$ cat src/rtl/lif_neuron.sv
// Leaky integrate-and-fire neuron: weighted spike accumulation with shift leak,
// saturating sum, programmable threshold and a fixed refractory window.
module lif_neuron #(
    parameter int unsigned N_IN       = 4,
    parameter int unsigned W          = 8,
    parameter int unsigned LEAK_SHIFT = 1,
    parameter int unsigned REFRAC     = 2,
    localparam int unsigned AW        = $clog2(N_IN + 1)
) (
    input  logic          clk,
    input  logic          rst_n,
    input  logic          en,
    input  logic [N_IN-1:0] in_spk,
    input  logic          cfg_we,
    input  logic [AW-1:0] cfg_addr,
    input  logic [W-1:0]  cfg_data,
    output logic          spike,
    output logic [W-1:0]  state,
    output logic          refrac
);

    localparam int unsigned SW = W + AW;
    localparam int unsigned CW = 4;

    logic [W-1:0]  weight_q [N_IN];
    logic [W-1:0]  weight_d [N_IN];
    logic [W-1:0]  thr_q, thr_d;
    logic [W-1:0]  state_q, state_d;
    logic          spike_q, spike_d;
    logic [CW-1:0] cnt_q, cnt_d;
    logic [SW-1:0] sum;
    logic [W-1:0]  sat;

    always_comb begin
        weight_d = weight_q;
        thr_d    = thr_q;
        if (cfg_we) begin
            for (int unsigned i = 0; i < N_IN; i++) begin
                if (cfg_addr == AW'(i)) weight_d[i] = cfg_data;
            end
            if (cfg_addr == AW'(N_IN)) thr_d = cfg_data;
        end
    end

    // Integration uses the registered weights/threshold, so a same-edge write lands after the step.
    always_comb begin
        sum = SW'(state_q) - SW'(state_q >> LEAK_SHIFT);
        for (int unsigned i = 0; i < N_IN; i++) begin
            if (in_spk[i]) sum = sum + SW'(weight_q[i]);
        end
        if (|sum[SW-1:W]) sat = '1;
        else              sat = sum[W-1:0];
    end

    always_comb begin
        state_d = state_q;
        spike_d = 1'b0;
        cnt_d   = cnt_q;
        if (en) begin
            if (cnt_q != '0) begin
                state_d = '0;
                cnt_d   = cnt_q - CW'(1);
            end else if (sat >= thr_q) begin
                spike_d = 1'b1;
                state_d = '0;
                cnt_d   = CW'(REFRAC);
            end else begin
                state_d = sat;
            end
        end
    end

    always_ff @(posedge clk or negedge rst_n) begin
        if (!rst_n) begin
            for (int unsigned i = 0; i < N_IN; i++) weight_q[i] <= '0;
            thr_q   <= {1'b1, {(W-1){1'b0}}};
            state_q <= '0;
            spike_q <= 1'b0;
            cnt_q   <= '0;
        end else begin
            weight_q <= weight_d;
            thr_q    <= thr_d;
            state_q  <= state_d;
            spike_q  <= spike_d;
            cnt_q    <= cnt_d;
        end
    end

    assign spike  = spike_q;
    assign state  = state_q;
    assign refrac = (cnt_q != '0);

endmodule

$ cat config.mk
export PLATFORM = sky130hd
export DESIGN_NAME = lif_neuron
export DESIGN_NICKNAME = d
export VERILOG_FILES = /design/src/rtl/lif_neuron.sv
export SDC_FILE = /design/constraint.sdc
export NUM_CORES = 1
export LEC_CHECK = 0
export ABC_AREA = 1
export BUFFER_PORTS_ARGS = -buffer_cell sky130_fd_sc_hd__buf_4
export CAP_MARGIN = 20
export CORE_MARGIN = 1.5
export CORE_UTILIZATION = 50
export CTS_BUF_LIST = sky130_fd_sc_hd__clkbuf_16
export DETAILED_ROUTE_END_ITERATION = 16
export GPL_TIMING_DRIVEN = 0
export PLACE_DENSITY = 0.74
export SETUP_SLACK_MARGIN = 0.2
export SLEW_MARGIN = 20
export SYNTH_ARGS = -nofsm -noshare
export SYNTH_HDL_FRONTEND = slang
export SYNTH_SLANG_ARGS = --single-unit
$ cat constraint.sdc
create_clock -name clk -period 13.9 [get_ports clk]
set_input_delay 1.39 -clock clk [delete_from_list [all_inputs] [get_ports clk]]
set_output_delay 1.39 -clock clk [all_outputs]
set_load 0.01 [all_outputs]
==> reports/metrics.csv, run 1 <==
metric;value;unit
status;complete, no violations;
Setup-failing EPs final;0;
max frequency;130;MHz
Initial Util;52.0;%
final hold violations;0;
Yosys cell types;35;
FF+latch count, synth;53;
Tcrit/Tclk final;55.5;%
Final Max Slew Viols;0;
DP Wirelength;8970;um
Remaining Overflow, GRT;0;
fill count;839;
most frequent cell after synthesis;nand2_1;
Worst EP required;14.14;ns
largest area contributor in the netlist;dfrtp_1;
DR WL/cell;13.7;um
Rows;34;
FFs w/ async S/R, synth;100;%
Placer Congestion;0.885;
Worst-Skew Late Latency;0.30;ns
ANT cells;0;
Reg clk slew, reported paths;0.07;ns
CP top delay family;adder cells;
NumNets Final;770;
DIE AREA;9700;um2
drt first pass iters;5;
max incr delay on CP;0.48;ns
synth cell count leaders;nand2_1 (207), inv_1 (101), o21ai_0 (72);
TritonCTS Sinks;53;
Die X;98.5;um
initial antenna violation count;0;
TritonCTS clock tree;yes;
Top FF cell, synth;dfrtp_1;
Post-Syn Nets;737;
synth top area cells;dfrtp_1 (29%), nand2_1 (17%), ha_1 (14%), inv_1 (8.3%), o21ai_0 (7.9%);
area share of the largest cell type after synthesis;28.6;%
Post-CTS Setup Bufs;0;
Slew Limit Headroom;56.4;%
Mapped Avg Cell Area;6.87;um2
CTS Buffer Depth;2;
Post-synth EDFFs;0;
global-route wire length before repair;19300;um
Clock Skews;0.00656;ns
post-DR vias/cell;5.37;
post-CTS sizing;0;
CP Max Fanout;8;
CTS H-Tree Depth;2;
Critical Setup Path Class;reg2reg;
RSZ-0062 raised after global routing;false;
min-delay worst type;reg2reg;
DR DRC count;0;
share of layout cells above drive strength 1;6.46;%
largest net degree at the start of global routing;54;
Clk Tree Root Cell;clkbuf_16;
Synth Warn #;0;
vias in the first global route;4225;
WP buf/inv;4;
I/O Buffers;26;
die height;98.5;um
Iter 0 DRT Violations;184;
worst-margin pin slew;0.654;ns
CTS buffer count;5;
Final min period;7.72;ns
Startpoint Class;flop;
setup TNS;0;ns
all-layer global routing usage;24.4;%
Core Box Area;8760;um2
hold_buf cts;0;
Ports;29;
Max Cap Violations;0;
Area growth syn-to-layout;10.5;%
crit path max-delay cell type;fa_1;
DR vias;4319;
Detail Route Antenna Nets;0;
Syn Std Cell Area;4560;um2
Post-Synthesis Cells;663;
CP Data Arrival Time;7.95;ns
Crit. End Element;flop;
register area share after synthesis;29.1;%
final wirelength;11000;um
## kinds of logic (layout without fill, tap and decap cells)
| group | count (synthesis) | in the layout | share of synthesized area [%] |
|---|---|---|---|
| XOR/XNOR | 18 | 18 | 3.46 |
| adder cells (fa/ha/maj) | 55 | 55 | 15.9 |
| buffers and inverters | 112 | 146 | 9.39 |
| AND/OR/NAND/NOR | 302 | 302 | 27.5 |
| AO/OA/AOI/OAI | 122 | 122 | 14.4 |
| flip-flops | 53 | 53 | 29.1 |
| multiplexers | 1 | 1 | 0.220 |
## through the flow
stage,instance area (um2),hold slack (ns),setup slack (ns),util (%),cells
finish,5040,0.489,6.19,57.5,805
global route,5040,0.531,5.34,57.5,805
CTS,5040,0.494,6.21,57.5,805
detailed placement,4890,0.477,6.19,55.8,797
global placement,4890,0.470,6.29,55.8,797
floorplan,4560,0.453,7.25,-,663
## worst min-delay path: stages (launching register included)
cell,delay (ns)
dfrtp_1,0.34
nand2_1,0.05
o21ai_0,0.06
## worst paths after layout
| check | to | cells past startpoint | from | slack (ns) |
|---|---|---|---|---|
| setup / recovery | state[1]$_DFFE_PN0P_ | 36 | state[1]$_DFFE_PN0P_ | 6.19 |
| hold reg to reg | cnt_q[1]$_DFFE_PN0P_ | 2 | cnt_q[1]$_DFFE_PN0P_ | 0.49 |
| max in group asynchronous | weight_q[17]$_DFFE_PN0P_ | 1 | rst_n | 12.34 |
| min in group asynchronous | weight_q[7]$_DFFE_PN0P_ | 1 | rst_n | 1.11 |
| hold / removal | cnt_q[1]$_DFFE_PN0P_ | 2 | cnt_q[1]$_DFFE_PN0P_ | 0.49 |
| setup reg to reg | state[1]$_DFFE_PN0P_ | 36 | state[1]$_DFFE_PN0P_ | 6.19 |
## registers in the layout, summed over array words and instances (netlist names)
register and cells:
cnt_q 4, weight_q 32, state 8, thr_q 8, spike 1
## layout by cell type (no fill, tap or decap), types with 2 or more instances in the layout
master	count
nand2_1	207
inv_1	101
o21ai_0	72
dfrtp_1	52
ha_1	50
nand3_1	47
a21oi_1	36
nor2_1	26
buf_4	26
xor2_1	13
clkbuf_1	9
nor3_1	6
xnor2_1	5
fa_1	5
clkbuf_16	5
nand4_1	4
o21a_1	3
or2_2	2
nand3_2	2
o21bai_1	2
nand2_2	2
nand3b_1	2
and2_1	2
a31oi_1	2
## final cells by class
cell class	count	area, um2	area share [%]
buffer	10	45.0	0.894
timing repair buffer	26	195	3.87
clock inverter	3	25.0	0.497
multi-input combinational	498	2800	55.6
sequential	53	1330	26.4
tap	108	135	2.68
clock buffer	5	125	2.48
inverter	102	383	7.60
## per-layer routing
metal	global-route usage, %	routed length (um)	up-vias
li1	-	-	2216
met1	33.2	5140	1987
met2	41.8	5130	97
met3	1.84	475	19
met4	7.69	274	0
met5	0	0	-
Power of run 1 is left out: the tool's default activity adds up to more than one toggle a clock period on the data nets, which glitch-free logic cannot reach.
==> inputs of run 2 (changes only) <==
==> constraint.sdc (replaced) <==
create_clock -name clk -period 7.7 [get_ports clk]
set_input_delay 0.77 -clock clk [delete_from_list [all_inputs] [get_ports clk]]
set_output_delay 0.77 -clock clk [all_outputs]
set_load 0.01 [all_outputs]
==> run 2 against run 1 <==
Flip-flop and latch count did not move. Sequential share of layout area fell by 2.9 points. Cell count rose by 3.2%. Critical path type unchanged.
==> reports/metrics.csv, run 2 (synthesis results as in run 1) <==
metric;value;unit
met1 usage;33.3;%
TritonCTS clock tree;yes;
CP top delay family;simple AND/OR/NAND/NOR gates;
Final min period;7.20;ns
M2 GR Usage;41.7;%
PnR worst setup slack;0.502;ns
reg2reg start;state[0]$_DFFE_PN0P_;
Crit. End Element;flop;
worst-case reg-to-reg path depth;48;
Slew Limit Headroom;56.6;%
Clock Skews;0.00942;ns
post-DR vias/cell;5.39;
Core Box Area;8760;um2
Area growth syn-to-layout;24.5;%
CP dominant cell by count;nand2_1;
commonest cells after routing, fill and taps aside;nand2_1 (201), inv_1 (97), o21ai_0 (58);
final hold violations;0;
Final Max Slew Viols;0;
Placer Congestion;0.885;
Max Cap Violations;0;
Startpoint Class;flop;
DP Wirelength;8970;um
max incr delay on CP;0.39;ns
share of layout cells above drive strength 1;18.3;%
worst-margin pin slew;0.652;ns
Detail Route Antenna Nets;0;
status;complete, no violations;
Tcrit/Tclk final;93.5;%
global-route wire length before repair;19300;um
fin util;64.7;%
largest net degree at the start of global routing;54;
CTS Buffer Depth;2;
Worst-Skew Late Latency;0.30;ns
R2R setup slack;0.50;ns
min-delay worst type;in2async;
Reg clk slew, reported paths;0.07;ns
Iter 0 DRT Violations;273;
all-layer global routing usage;24.5;%
busiest grt layer;met2;
hold_buf cts;0;
drt first pass iters;5;
Clk Tree Root Cell;clkbuf_16;
CP Max Fanout;8;
max frequency;139;MHz
WP buf/inv;7;
Reg-to-Reg End;cnt_q[0]$_DFFE_PN0P_;
Initial Util;52.0;%
DR WL/cell;14.5;um
crit path max-delay cell type;dfrtp_1;
I/O Buffers;26;
Most flops, register;weight_q;
Critical Setup Path Class;reg2reg;
DR DRC count;0;
commonest non-fill, non-tap cell in the layout;nand2_1;
setup TNS;0;ns
Ports;29;
Worst EP required;7.88;ns
final wirelength;12000;um
final cell count without fillers;831;
NumNets Final;796;
Die X;98.5;um
CP Data Arrival Time;7.38;ns
Remaining Overflow, GRT;0;
DIE AREA;9700;um2
grt met3 use;1.84;%
DP Worst Slack;0.0666;ns
ANT cells;0;
initial antenna violation count;0;
CTS buffer count;5;
Setup-failing EPs final;0;
number of flip-flops under the largest register name;32;
TritonCTS Sinks;53;
placed insts;797;
vias in the first global route;4221;
die height;98.5;um
DR vias;4476;
CTS H-Tree Depth;2;
Rows;34;
RSZ-0062 raised after global routing;false;
[run 2: changes by cell type in the layout (fill, tap and decap cells not counted), sizes merged]
cell,previous run,this run
buf,27,53
[run 2: area by class of cell]
class | instances | area (um2)
multi-input cells | 498 | 3230
fillers | 737 | 3090
flip-flops and latches | 53 | 1330
repair buffers | 52 | 403
inverters | 102 | 383
well taps | 108 | 135
clock buffers | 5 | 125
plain buffers | 10 | 45.0
clock inverters | 3 | 25.0
[run 2: worst max path at each step]
stage                              start              endpoint  slack (ns)  cells after the start
floorplan           state[1]$_DFFE_PN0P_  cnt_q[3]$_DFFE_PN0P_        1.12                     37
global placement    state[1]$_DFFE_PN0P_  state[4]$_DFFE_PN0P_        0.22                     36
detailed placement  state[1]$_DFFE_PN0P_  state[1]$_DFFE_PN0P_        0.07                     36
CTS                 state[3]$_DFFE_PN0P_  cnt_q[3]$_DFFE_PN0P_        0.24                     48
global route        state[0]$_DFFE_PN0P_  state[5]$_DFFE_PN0P_        0.02                     50
finish              state[0]$_DFFE_PN0P_  cnt_q[0]$_DFFE_PN0P_        0.50                     48
[run 2: layer usage]
metal	part of all wire, %	vias to the layer above
li1	-	2260
met1	45	2078
met2	49	116
met3	4.4	22
met4	1.9	0
met5	0	-
[run 2: per-stage QoR]
stage          cell area (um2)  hold slack [ns]
5_1_grt                   5670            0.531
3_3_place_gp              4890            0.470
3_5_place_dp              4890            0.477
2_1_floorplan             4560            0.453
6_report                  5670            0.489
4_1_cts                   5090            0.494
[run 2: repair_timing]
item,in CTS,in global routing
pin swaps,0,35
buffers inserted,1,25
gates resized for setup,9,77
endpoints found under the setup margin,10,13
Power of run 2 is left out for the same reason.
==> inputs of run 3 (changes only) <==
--- a/config.mk
+++ b/config.mk
@@ -8,6 +8,7 @@
 export ABC_AREA = 1
 export BUFFER_PORTS_ARGS = -buffer_cell sky130_fd_sc_hd__buf_4
 export CAP_MARGIN = 20
+export CORE_ASPECT_RATIO = 1.2
 export CORE_MARGIN = 1.5
 export CORE_UTILIZATION = 50
 export CTS_BUF_LIST = sky130_fd_sc_hd__clkbuf_16
==> run 3 against run 2 <==
Cell count rose by 0.24%. Critical path depth is 5 lower. Non-clock buffer count fell by 10. Register-to-register slack is essentially flat. Wire length shrank 0.42%. Design area is 2.1% lower. Clock skew shrank 0.0027 ns. Via count about the same. Fmax decreased by 0.18%. Core utilization is 2.6 points lower. Worst hold slack improved by 0.0020 ns.
==> reports/metrics.csv, run 3 (synthesis results as in run 1) <==
metric;value;unit
I/O Buffers;26;
met1 usage;29.6;%
DR WL/cell;14.4;um
Clock Skews;0.00669;ns
Worst Hold Path EP;weight_q[16]$_DFFE_PN0P_;
Worst-Skew Late Latency;0.30;ns
TritonCTS Sinks;53;
TritonCTS clock tree;yes;
R2R setup slack;0.49;ns
Startpoint Class;flop;
commonest cells after routing, fill and taps aside;nand2_1 (204), inv_1 (99), o21ai_0 (59);
share of layout cells above drive strength 1;15.7;%
commonest non-fill, non-tap cell in the layout;nand2_1;
Placer Congestion;0.945;
NumNets Final;786;
Die X;90.2;um
max incr delay on CP;0.41;ns
final hold violations;0;
Hold Slack;0.491;ns
drt first pass iters;7;
status;complete, no violations;
Critical Setup Path Class;reg2reg;
CP Data Arrival Time;7.43;ns
Area growth syn-to-layout;21.9;%
Final min period;7.21;ns
Slew Limit Headroom;54.6;%
Max Cap Violations;0;
die height;108;um
Remaining Overflow, GRT;0;
CTS buffer count;5;
placed insts;809;
Worst EP required;7.92;ns
Most flops, register;weight_q;
final instance area;5560;um2
ANT cells;0;
largest net degree at the start of global routing;54;
busiest grt layer;met2;
hold path cells;2;
max frequency;139;MHz
Tcrit/Tclk final;93.6;%
CP Max Fanout;8;
Final Max Slew Viols;0;
Rows;38;
hold_buf cts;0;
DP Wirelength;9000;um
worst hold path startpoint;weight_q[16]$_DFFE_PN0P_;
Iter 0 DRT Violations;290;
setup TNS;0;ns
Placed Area;4900;um2
CTS H-Tree Depth;2;
RSZ-0062 raised after global routing;true;
vias in the first global route;4055;
Reg-to-Reg End;cnt_q[3]$_DFFE_PN0P_;
DR DRC count;0;
CTS Buffer Depth;2;
crit path max-delay cell type;fa_2;
worst-case reg-to-reg path depth;43;
all-layer global routing usage;24.2;%
initial antenna violation count;0;
number of flip-flops under the largest register name;32;
CP dominant cell by count;inv_1;
worst-margin pin slew;0.681;ns
M2 GR Usage;42.7;%
reg2reg start;state[0]$_DFFE_PN0P_;
Ports;29;
min-delay worst type;reg2reg;
final wirelength;12000;um
Crit. End Element;flop;
Detail Route Antenna Nets;0;
DR vias;4474;
Reg clk slew, reported paths;0.07;ns
Core Box Area;8940;um2
DIE AREA;9700;um2
post-DR vias/cell;5.37;
grt met3 use;2.47;%
Setup-failing EPs final;0;
final cell count without fillers;833;
global-route wire length before repair;18700;um
Clk Tree Root Cell;clkbuf_16;
Initial Util;51.0;%
==> run 3: cell types whose count changed in the layout (fill, tap and decap cells not counted), sizes merged <==
cell / previous run / this run
buf: 53 / 43
==> run 3: how the worst max path moves through the flow <==
stage                         start                    to  slack (ns)  cells past startpoint
2_1_floorplan  state[1]$_DFFE_PN0P_  cnt_q[3]$_DFFE_PN0P_        1.12                     37
3_3_place_gp   state[1]$_DFFE_PN0P_  state[7]$_DFFE_PN0P_        0.18                     36
3_5_place_dp   state[1]$_DFFE_PN0P_  cnt_q[3]$_DFFE_PN0P_        0.03                     37
4_1_cts        state[1]$_DFFE_PN0P_  state[6]$_DFFE_PN0P_        0.14                     46
5_1_grt        state[0]$_DFFE_PN0P_  cnt_q[3]$_DFFE_PN0P_        0.02                     43
6_report       state[0]$_DFFE_PN0P_  cnt_q[3]$_DFFE_PN0P_        0.49                     43
==> run 3: cell type report <==
type / instances / area, um2
timing repair buffer: 42 / 328
fill: 819 / 3380
multi-input combinational: 498 / 3170
buffer: 10 / 45.0
tap: 120 / 150
clock buffer: 5 / 125
inverter: 102 / 383
clock inverter: 3 / 25.0
sequential: 53 / 1330
==> run 3: critical path: cells and delay by family (launching register included) <==
family	cells	cell delay, ns
buffers and inverters	7	0.56
adders and majority gates	7	2.07
and+or+nand+nor	15	2.05
DFF	1	0.38
AOI/OAI and AO/OA	12	1.64
xor gates and xnor gates	2	0.40
==> run 3: metal layers <==
layer	part of all wire (%)	vias to the layer above
met3	3.3	34
met1	43	2088
li1	-	2241
met4	3.9	0
met2	50	111
met5	0	-
==> run 3: metrics by stage <==
step / utilization, % / setup slack (ns)
after floorplan: - / 1.12
after CTS: 56.6 / 0.136
final: 62.2 / 0.490
after detailed placement: 54.8 / 0.0318
after global placement: 54.8 / 0.183
after global routing: 62.2 / 0.0225
==> run 3: timing repair <==
| item | CTS | global route |
|---|---|---|
| pin swaps | 0 | 19 |
| cloned | 0 | 0 |
| buffers inserted | 0 | 16 |
| gates resized for setup | 3 | 74 |
| setup endpoints to repair | 12 | 13 |
Power of run 3 is left out for the same reason.
